===== config.mk =====
export PLATFORM = sky130hd
export DESIGN_NAME = rand_arbiter_flat
export DESIGN_NICKNAME = d
export VERILOG_FILES = /design/src/rtl/rand_arbiter_if.sv /design/src/rtl/rand_arbiter.sv /design/src/flat_wrapper.sv
export SDC_FILE = /design/constraint.sdc
export NUM_CORES = 1
export LEC_CHECK = 0
export ABC_AREA = 1
export BUFFER_PORTS_ARGS = -buffer_cell sky130_fd_sc_hd__buf_2
export CAP_MARGIN = 5
export CORE_ASPECT_RATIO = 0.9
export CORE_UTILIZATION = 40
export DETAILED_ROUTE_END_ITERATION = 12
export SYNTH_ARGS = -nofsm -noshare
export SYNTH_HDL_FRONTEND = slang
export SYNTH_SLANG_ARGS = --single-unit

===== constraint.sdc =====
create_clock -name clk -period 1.7 [get_ports clk]
set_input_delay 0.34 -clock clk [delete_from_list [all_inputs] [get_ports clk]]
set_output_delay 0.34 -clock clk [all_outputs]
set_load 0.005 [all_outputs]

===== src/rtl/rand_arbiter_if.sv =====
// Handshake bundle between the random-byte arbiter and its requesters.
// The arbiter uses the slave view; requesters or a bench use the master view.
interface rand_arbiter_if #(
  parameter int N_REQ = 4
);
  logic [7:0]       i_sed;
  logic             i_sed_load;
  logic [N_REQ-1:0] i_req;
  logic [N_REQ-1:0] o_gnt;
  logic             o_valid;
  logic [7:0]       o_rand;
  logic             o_busy;

  modport slave (
    input  i_sed, i_sed_load, i_req,
    output o_gnt, o_valid, o_rand, o_busy
  );

  modport master (
    output i_sed, i_sed_load, i_req,
    input  o_gnt, o_valid, o_rand, o_busy
  );
endinterface


===== src/rtl/rand_arbiter.sv =====
// Shares one 8-bit Fibonacci LFSR among N_REQ requesters: serial MSB-first seed load,
// then round-robin grants, each carrying the LFSR value before that edge's advance.
module rand_arbiter #(
  parameter int          N_REQ        = 4,
  parameter logic [7:0]  SEED_DEFAULT = 8'hA5
) (
  input  logic            clk,
  input  logic            rst,
  rand_arbiter_if.slave   bus
);
  localparam int IDX_W = (N_REQ > 1) ? $clog2(N_REQ) : 1;

  typedef enum logic {ST_LOAD, ST_RUN} state_t;

  state_t           state_q, state_d;
  logic [2:0]       cnt_q, cnt_d;
  logic [7:0]       seed_q, seed_d;
  logic [7:0]       lfsr_q, lfsr_d;
  logic [IDX_W-1:0] ptr_q, ptr_d;
  logic [N_REQ-1:0] gnt_q, gnt_d;
  logic             valid_q, valid_d;
  logic [7:0]       rand_q, rand_d;
  logic [IDX_W-1:0] pick;

  // x^8+x^6+x^5+x^4+1, taps 7/5/4/3
  function automatic logic [7:0] lfsr_next(input logic [7:0] v);
    return {v[6:0], v[7] ^ v[5] ^ v[4] ^ v[3]};
  endfunction

  // All-zero would lock the LFSR up, so it is replaced by 1.
  function automatic logic [7:0] seed_fix(input logic [7:0] s);
    return (s == 8'h00) ? 8'h01 : s;
  endfunction

  // First asserted requester at or after start, scanning upward with wrap.
  // Scanning offsets from high to low lets the smallest offset win.
  function automatic logic [IDX_W-1:0] rr_pick(input logic [N_REQ-1:0] req,
                                               input logic [IDX_W-1:0] start);
    logic [IDX_W-1:0] k;
    int               idx;
    k = start;
    for (int i = N_REQ - 1; i >= 0; i--) begin
      idx = (int'(start) + i) % N_REQ;
      if (req[idx]) k = IDX_W'(idx);
    end
    return k;
  endfunction

  assign pick = rr_pick(bus.i_req, ptr_q);

  always_comb begin
    state_d = state_q;
    cnt_d   = cnt_q;
    seed_d  = seed_q;
    lfsr_d  = lfsr_q;
    ptr_d   = ptr_q;
    gnt_d   = '0;
    valid_d = 1'b0;
    rand_d  = rand_q;

    case (state_q)
      ST_LOAD: begin
        lfsr_d = {lfsr_q[6:0], seed_q[3'd7 - cnt_q]};
        cnt_d  = cnt_q + 3'd1;
        if (cnt_q == 3'd7) begin
          state_d = ST_RUN;
          cnt_d   = 3'd0;
        end
      end
      default: begin
        lfsr_d = lfsr_next(lfsr_q);
        if (|bus.i_req) begin
          gnt_d[pick] = 1'b1;
          valid_d     = 1'b1;
          rand_d      = lfsr_q;
          ptr_d       = IDX_W'((int'(pick) + 1) % N_REQ);
        end
      end
    endcase

    // Reseed wins over a same-cycle grant; the request simply stays pending.
    if (bus.i_sed_load) begin
      seed_d  = seed_fix(bus.i_sed);
      state_d = ST_LOAD;
      cnt_d   = 3'd0;
      gnt_d   = '0;
      valid_d = 1'b0;
      rand_d  = rand_q;
      ptr_d   = ptr_q;
    end
  end

  always_ff @(posedge clk or posedge rst) begin
    if (rst) begin
      state_q <= ST_LOAD;
      cnt_q   <= 3'd0;
      seed_q  <= SEED_DEFAULT;
      lfsr_q  <= 8'h00;
      ptr_q   <= '0;
      gnt_q   <= '0;
      valid_q <= 1'b0;
      rand_q  <= 8'h00;
    end else begin
      state_q <= state_d;
      cnt_q   <= cnt_d;
      seed_q  <= seed_d;
      lfsr_q  <= lfsr_d;
      ptr_q   <= ptr_d;
      gnt_q   <= gnt_d;
      valid_q <= valid_d;
      rand_q  <= rand_d;
    end
  end

  assign bus.o_gnt   = gnt_q;
  assign bus.o_valid = valid_q;
  assign bus.o_rand  = rand_q;
  assign bus.o_busy  = (state_q == ST_LOAD);
endmodule


===== src/flat_wrapper.sv =====
// flat-port wrapper written by rule: the top's interface ports become plain ports
module rand_arbiter_flat 
#(
  parameter int          N_REQ        = 4,
  parameter logic [7:0]  SEED_DEFAULT = 8'hA5
)
  (clk, rst, bus_i_sed, bus_i_sed_load, bus_i_req, bus_o_gnt, bus_o_valid, bus_o_rand, bus_o_busy);
  rand_arbiter_if #(.N_REQ(N_REQ)) bus_i ();
  input  logic clk;
  input  logic rst;
  input wire logic [$bits(bus_i.i_sed)-1:0] bus_i_sed;
  input wire logic [$bits(bus_i.i_sed_load)-1:0] bus_i_sed_load;
  input wire logic [$bits(bus_i.i_req)-1:0] bus_i_req;
  output wire logic [$bits(bus_i.o_gnt)-1:0] bus_o_gnt;
  output wire logic [$bits(bus_i.o_valid)-1:0] bus_o_valid;
  output wire logic [$bits(bus_i.o_rand)-1:0] bus_o_rand;
  output wire logic [$bits(bus_i.o_busy)-1:0] bus_o_busy;
  assign bus_i.i_sed = bus_i_sed;
  assign bus_i.i_sed_load = bus_i_sed_load;
  assign bus_i.i_req = bus_i_req;
  assign bus_o_gnt = bus_i.o_gnt;
  assign bus_o_valid = bus_i.o_valid;
  assign bus_o_rand = bus_i.o_rand;
  assign bus_o_busy = bus_i.o_busy;
  rand_arbiter #(.N_REQ(N_REQ), .SEED_DEFAULT(SEED_DEFAULT)) u_core (.clk(clk), .rst(rst), .bus(bus_i));
endmodule

==> out/metrics.yaml, run 1 <==
cts_buffers: 5
fp.dieW_um: 68.7
rows: 21
fin_nets: 238
final_core_util: 0.499
worst_slack_ps: 264
grt_max_degree: 36
ys_ff_latch: 35
drc: 0
power.leakage_nw: 1.05
drive_gt1_frac: 0.270
hold_violations: 0
worst_ep_arrival_time_ps: 1600
final_cell_mix: "69 x nand2_1, 30 x dfrtp_1, 28 x buf_2"
outcome: "finished, final reports clean"
numPlacedInstances: 260
max_cap_violations: 0
p_clk_frac: 0.279
rr_startpoint: "u_core.ptr_q[0]$_DFFE_PP0P_"
port-buffer-count: 28
grt-ovfl-total: 0
die_area_um2: 4260
powerDensity_nw_per_um2: 1150
ys_seq_area_frac: 0.550
wl_um: 2820
finalSetupViolations: 0
cts_tree: "yes"
grt_pass1_wl_um: 5000
rrSetupSlack_ps: 260
p_seq_frac: 0.484
combPwrFrac: 0.236
synthCells: 186
yosysWarnings: 0
ios: 29
hpwl_um: 2110
power_switching_share: 0.321
holdWs_ps: 139
hold_path.class: "in -> async"
synth_edf_count: 0
dr.pass1.iters: 4
critical_path_class: "reg -> reg"
syn2layout_area_growth_pct: 17.9
syn-cell-area_um2: 1600
ir_drop_uv: 491
post_drt_wl_per_cell_um: 10.5
drv_slew: 0
netlist.area_leader.share: 0.484
grt_use_total: 0.164
layout.cells.non_filler: 268
rsz0062_at_grt: "no"
synth.largest_area_cell: "dfrtp_1"
syn_area_per_cell_um2: 8.62
drtIter0Drc: 60
initial_core_util: 0.424
n_fill_cell: 379
pre_cts_ws_ps: 171
grt_pass1_vias: 1120
required_ps: 1870
ant_nets: 0
reg2reg_depth: 12
period_needed_ps: 1440
intPower_mw: 1.48
synth_ff_type: "dfrtp_1"
gp_congestion: 0.825
synth_nets: 203
postSynth.asyncResetShare: 1.00
worstSkewPairLatency_ps: 290
ctsHtreeMaxLevel: 2
relSlewSlack: 0.712
dieHeight_um: 62.1
endpoint_kind: "register"
path_clk_slew_ps: 70
r2r_end: "u_core.ptr_q[1]$_DFFE_PP0P_"
skew_ps: 11.8
post-route-period-util: 0.845
cp-start-kind: "register"
num_vias: 1244
clock-sinks: 35
path_max_fanout: 9
vias_per_cell: 4.64
root_buffer: "clkbuf_8"
fmax_ghz: 0.696
switching_power_mw: 0.699
final_common_cell: "nand2_1"
tns_ps: 0
diodes: 0
yosysUniqueCellTypes: 24
core_area_um2: 3780
tightest_slew_ps: 432
antenna_found_initial: 0
clk_path_buf_depth: 2
synth_area_leaders: "dfrtp_1 48%, nand2_1 16%, dfstp_2 6.6%, inv_1 4.7%, o21ai_0 4.1%"
area by class of cell:
class | count | area [µm²] | share of cell area
clock buffer | 7 | 86.3 | 0.0457
clock inverter | 1 | 5.00 | 0.00265
inverter | 24 | 97.6 | 0.0517
multi-input combinational | 124 | 598 | 0.317
sequential | 35 | 882 | 0.467
tap | 46 | 57.6 | 0.0305
timing repair buffer | 31 | 163 | 0.0861
critical path, stage by stage, from the launching register on:
cell and delay [ps]:
dfrtp_2 500, inv_8 100, nand2_1 50, nand2_1 100, nand2_1 80, nand2_1 80
inv_2 40, nand2_2 70, nand2_2 50, nand2_2 70, nand2_2 60, nand3_2 70
nand3_2 50
flip-flops by register name (all words and copies together), names as in the netlist:
| signal | cells |
|---|---|
| u_core.bus.o_gnt | 4 |
| u_core.bus.o_rand | 8 |
| u_core.bus.o_valid | 1 |
| u_core.cnt_q | 3 |
| u_core.lfsr_q | 8 |
| u_core.ptr_q | 2 |
| u_core.seed_q | 8 |
| u_core.state_q | 1 |
power by group through the flow:
stage          logic (mW)  clock network, mW  registers [mW]
2_1_floorplan       0.437                  0            1.03
6_report            0.515              0.608            1.05
3_3_place_gp        0.516                  0            1.07
5_1_grt             0.602              0.664            1.08
3_5_place_dp        0.518                  0            1.07
4_1_cts             0.520              0.626            1.05
per-layer routing:
layer  global-route usage  wire length [µm]  vias to the layer above
li1                     -                 -                      652
met1                0.233              1460                      553
met2                0.230              1160                       32
met3               0.0493               143                        7
met4               0.0758                53                        0
met5                    0                 0                        -
per-stage QoR:
stage,power (mW),cell area [µm²]
after floorplan,1.47,1600
after global placement,1.58,1800
after detailed placement,1.59,1800
after CTS,2.20,1890
after global routing,2.34,1890
final,2.18,1890
cells by family after synthesis:
logic type | Yosys count | synth area share
xor+xnor | 2 | 0.0109
simple gates | 99 | 0.279
compound gates | 21 | 0.0679
flops | 35 | 0.550
fa+ha+maj | 2 | 0.0156
buf+inv | 27 | 0.0773
synthesized netlist by cell type (3+ instances only):
cell and number:
a21oi_1 6, dfrtp_1 31, dfstp_2 4, inv_1 20, inv_2 3, nand2_1 69
nand2_2 6, nand3_1 9, nand3_2 3, nor2_1 5, o21ai_0 13
timing repair:
action,CTS,global route
endpoints found under the setup margin,0,3
buffers inserted,0,0
hold buffers,0,0
gates resized for setup,0,1
how the worst max path moves through the flow:
stage | start | cells past startpoint | endpoint
3_3_place_gp | u_core.ptr_q[0]$_DFFE_PP0P_ | 11 | u_core.ptr_q[1]$_DFFE_PP0P_
4_1_cts | u_core.ptr_q[0]$_DFFE_PP0P_ | 11 | u_core.ptr_q[1]$_DFFE_PP0P_
6_report | u_core.ptr_q[0]$_DFFE_PP0P_ | 12 | u_core.ptr_q[1]$_DFFE_PP0P_
2_1_floorplan | u_core.ptr_q[0]$_DFFE_PP0P_ | 13 | u_core.ptr_q[1]$_DFFE_PP0P_
5_1_grt | u_core.ptr_q[0]$_DFFE_PP0P_ | 11 | u_core.ptr_q[1]$_DFFE_PP0P_
3_5_place_dp | u_core.ptr_q[0]$_DFFE_PP0P_ | 11 | u_core.ptr_q[1]$_DFFE_PP0P_
Note: power is estimated with default switching activity, not from simulation.
==> run 2, diff against run 1 <==
Settings changed: ABC_AREA 1 to 0.
Clock period 1.7 ns to 1.3 ns, I/O delays scaled along.
==> out/metrics.yaml, run 2 <==
reg2reg_depth: 4  # -8
post-route-period-util: 1.03  # +0.186
postSynth.asyncResetShare: 1.00  # unchanged
period_needed_ps: 1340  # -95.5 ps
pre_cts_ws_ps: -90.7  # -262 ps
grt_use_total: 0.154  # -0.0101
fin_nets: 184  # -23%
diodes: 0  # unchanged
synth_edf_count: 0  # unchanged
antenna_found_initial: 0  # unchanged
fmax_ghz: 0.746  # +7.1%
worstSkewPairLatency_ps: 280  # about the same
initial_core_util: 0.419  # -0.00483
grt_pass1_vias: 1012  # -9.6%
skew_ps: 4.47  # -7.36 ps
drive_gt1_frac: 0.506  # +0.236
powerDensity_nw_per_um2: 1350  # +17%
cp-start-kind: "register"
tightest_slew_ps: 424  # -7.50 ps
wl_um: 3040  # +7.8%
violations: "negative setup slack"
final_cell_mix: "29 x dfrtp_1, 28 x buf_2, 12 x buf_4"
dieHeight_um: 61.1  # -1.6%
gp_congestion: 0.832  # +0.80%
drtIter0Drc: 30  # -50%
num_vias: 1089  # -12%
rr_startpoint: "u_core.state_q$_DFF_PP0_"
path_max_fanout: 6  # -3
dr.pass1.iters: 8  # +4
ios: 29  # unchanged
r2r_end: "u_core.bus.o_rand[1]$_DFFE_PP0P_"
cp_slowest_cell: "dfrtp_1"
postPlaceCellArea_um2: 1840  # +2.2%
synthTopCellsByCount: "31 x dfrtp_1, 15 x mux2_2, 12 x nor2_1"
max_cap_violations: 0  # unchanged
grt-ovfl-total: 0  # unchanged
required_ps: 1460  # -410 ps
core_area_um2: 3700  # -2.1%
path_clk_slew_ps: 70  # about the same
synth_most_common_cell: "dfrtp_1"
hold_path.class: "in -> async"
cp_cell_sequence: "inv_4 > a211oi_4 > clkbuf_16 > mux2_4"
worst_path_largest_cell_delay_ps: 390  # -110 ps
holdWs_ps: 62.7  # -76.4 ps
syn_area_per_cell_um2: 12.6  # +46%
worst_slack_ps: -40.3  # -305 ps
layout.cells.non_filler: 214  # -20%
vias_per_cell: 5.09  # +9.6%
ctsHtreeMaxLevel: 2  # unchanged
rows: 21  # unchanged
finalSetupViolations: 8  # +8
cts_tree: "yes"
drv_slew: 0  # unchanged
multi_input_area_um2: 671  # +12%
syn-cell-area_um2: 1550  # -3.2%
clk_path_buf_depth: 2  # unchanged
power.leakage_nw: 0.965  # -8.1%
yosysUniqueCellTypes: 33  # +38%
ir_drop_uv: 503  # +2.5%
ys_ff_latch: 35  # unchanged
grt_max_degree: 36  # unchanged
fp.dieW_um: 67.7  # -1.6%
relSlewSlack: 0.717  # +0.00500
yosysWarnings: 0  # unchanged
clock-sinks: 35  # unchanged
drc: 0  # unchanged
ant_nets: 0  # unchanged
hpwl_um: 2160  # +2.4%
netlist.area_leader.share: 0.500  # +0.0160
n_fill_cell: 332  # -12%
worst_ep_arrival_time_ps: 1500  # -100 ps
post_drt_wl_per_cell_um: 14.2  # +35%
rrSetupSlack_ps: -40  # -300 ps
tns_ps: -127  # -127 ps
hold_violations: 0  # unchanged
synth_nets: 140  # -31%
endpoint_kind: "register"
holdBufCountCts: 0  # unchanged
synth.largest_area_cell: "dfrtp_1"
port-buffer-count: 28  # unchanged
root_buffer: "clkbuf_8"
syn2layout_area_growth_pct: 30.6
synth_ff_type: "dfrtp_1"
ys_seq_area_frac: 0.568  # +0.0182
outcome: "complete, but fails checks"
rsz0062_at_grt: "yes"
critical_path_class: "reg -> reg"
synth_area_leaders: "dfrtp_1 50%, mux2_2 11%, dfstp_2 6.8%, mux4_2 2.9%, nor2_1 2.9%"
cts_buffers: 5  # unchanged
layout.area.seq_um2: 883  # +0.14%
die_area_um2: 4130  # -3.1%
numPlacedInstances: 202  # -22%
synthCells: 123  # -34%
finish.instance_area_um2: 2030  # +7.3%
grt_pass1_wl_um: 4550  # -9.1%
final_common_cell: "dfrtp_1"
-- run 2: cell types whose count changed after synthesis, sizes merged, moves of 3 or more --
cell / previous run / this run
nand3: 12 / 0
inv: 24 / 4
mux2i: 0 / 3
o21a: 0 / 3
nand2: 75 / 5
o21ai: 15 / 5
nor2: 7 / 13
mux2: 0 / 15
nor2b: 0 / 4
-- run 2: critical path: cells and delay by family (launching register included) --
| kind | cells | cell delay (ps) |
|---|---|---|
| flip-flops | 1 | 390 |
| multiplexers | 1 | 290 |
| buffers and inverters | 2 | 270 |
| AO/OA/AOI/OAI | 1 | 270 |
-- run 2: routing by layer --
layer / global-route usage / wire, µm / up-vias
li1: - / - / 519
met1: 0.202 / 1370 / 539
met2: 0.240 / 1510 / 26
met3: 0.0389 / 128 / 5
met4: 0.0729 / 26 / 0
met5: 0 / 0 / -
-- run 2: how the worst max path moves through the flow --
stage / cells past startpoint / startpoint / to
6_report: 4 / u_core.state_q$_DFF_PP0_ / u_core.bus.o_rand[1]$_DFFE_PP0P_
5_1_grt: 4 / u_core.state_q$_DFF_PP0_ / u_core.bus.o_rand[4]$_DFFE_PP0P_
4_1_cts: 4 / u_core.state_q$_DFF_PP0_ / u_core.bus.o_rand[6]$_DFFE_PP0P_
3_5_place_dp: 5 / u_core.ptr_q[1]$_DFFE_PP0P_ / u_core.ptr_q[1]$_DFFE_PP0P_
3_3_place_gp: 5 / u_core.ptr_q[1]$_DFFE_PP0P_ / u_core.ptr_q[1]$_DFFE_PP0P_
2_1_floorplan: 5 / u_core.state_q$_DFF_PP0_ / u_core.bus.o_rand[0]$_DFFE_PP0P_
-- run 2: layout make-up --
| class | instances | share of cell area |
|---|---|---|
| Sequential cell | 35 | 0.436 |
| Tap cell | 46 | 0.0284 |
| Timing Repair Buffer | 44 | 0.147 |
| Clock buffer | 8 | 0.0494 |
| Multi-Input combinational cell | 77 | 0.331 |
| Inverter | 4 | 0.00864 |
-- run 2: cells by family (layout without fill, tap and decap cells) --
group	after synthesis	in the layout	share of synthesized area
flip-flops	35	35	0.568
AND/OR/NAND/NOR	26	26	0.0758
AO/OA/AOI/OAI	25	25	0.125
multiplexers	20	20	0.157
buffers and inverters	11	56	0.0355
XOR/XNOR	4	4	0.0226
adder cells (fa/ha/maj)	2	2	0.0161
-- run 2: what timing repair did --
action,CTS,global route
pin swaps,0,4
cloned,0,1
hold endpoints to repair,0,0
buffers inserted,2,1
gates resized for setup,6,9
endpoints found under the setup margin,8,15
-- run 2: through the flow --
step | utilization | total power [mW]
floorplan | - | 1.68
CTS | 0.530 | 2.74
global placement | 0.495 | 1.84
global route | 0.547 | 2.90
finish | 0.547 | 2.74
detailed placement | 0.495 | 1.87
-- run 2: where the power goes --
group          switching, mW  internal (mW)
Combinational          0.230          0.297
Clock                  0.363          0.483
Sequential             0.121           1.24
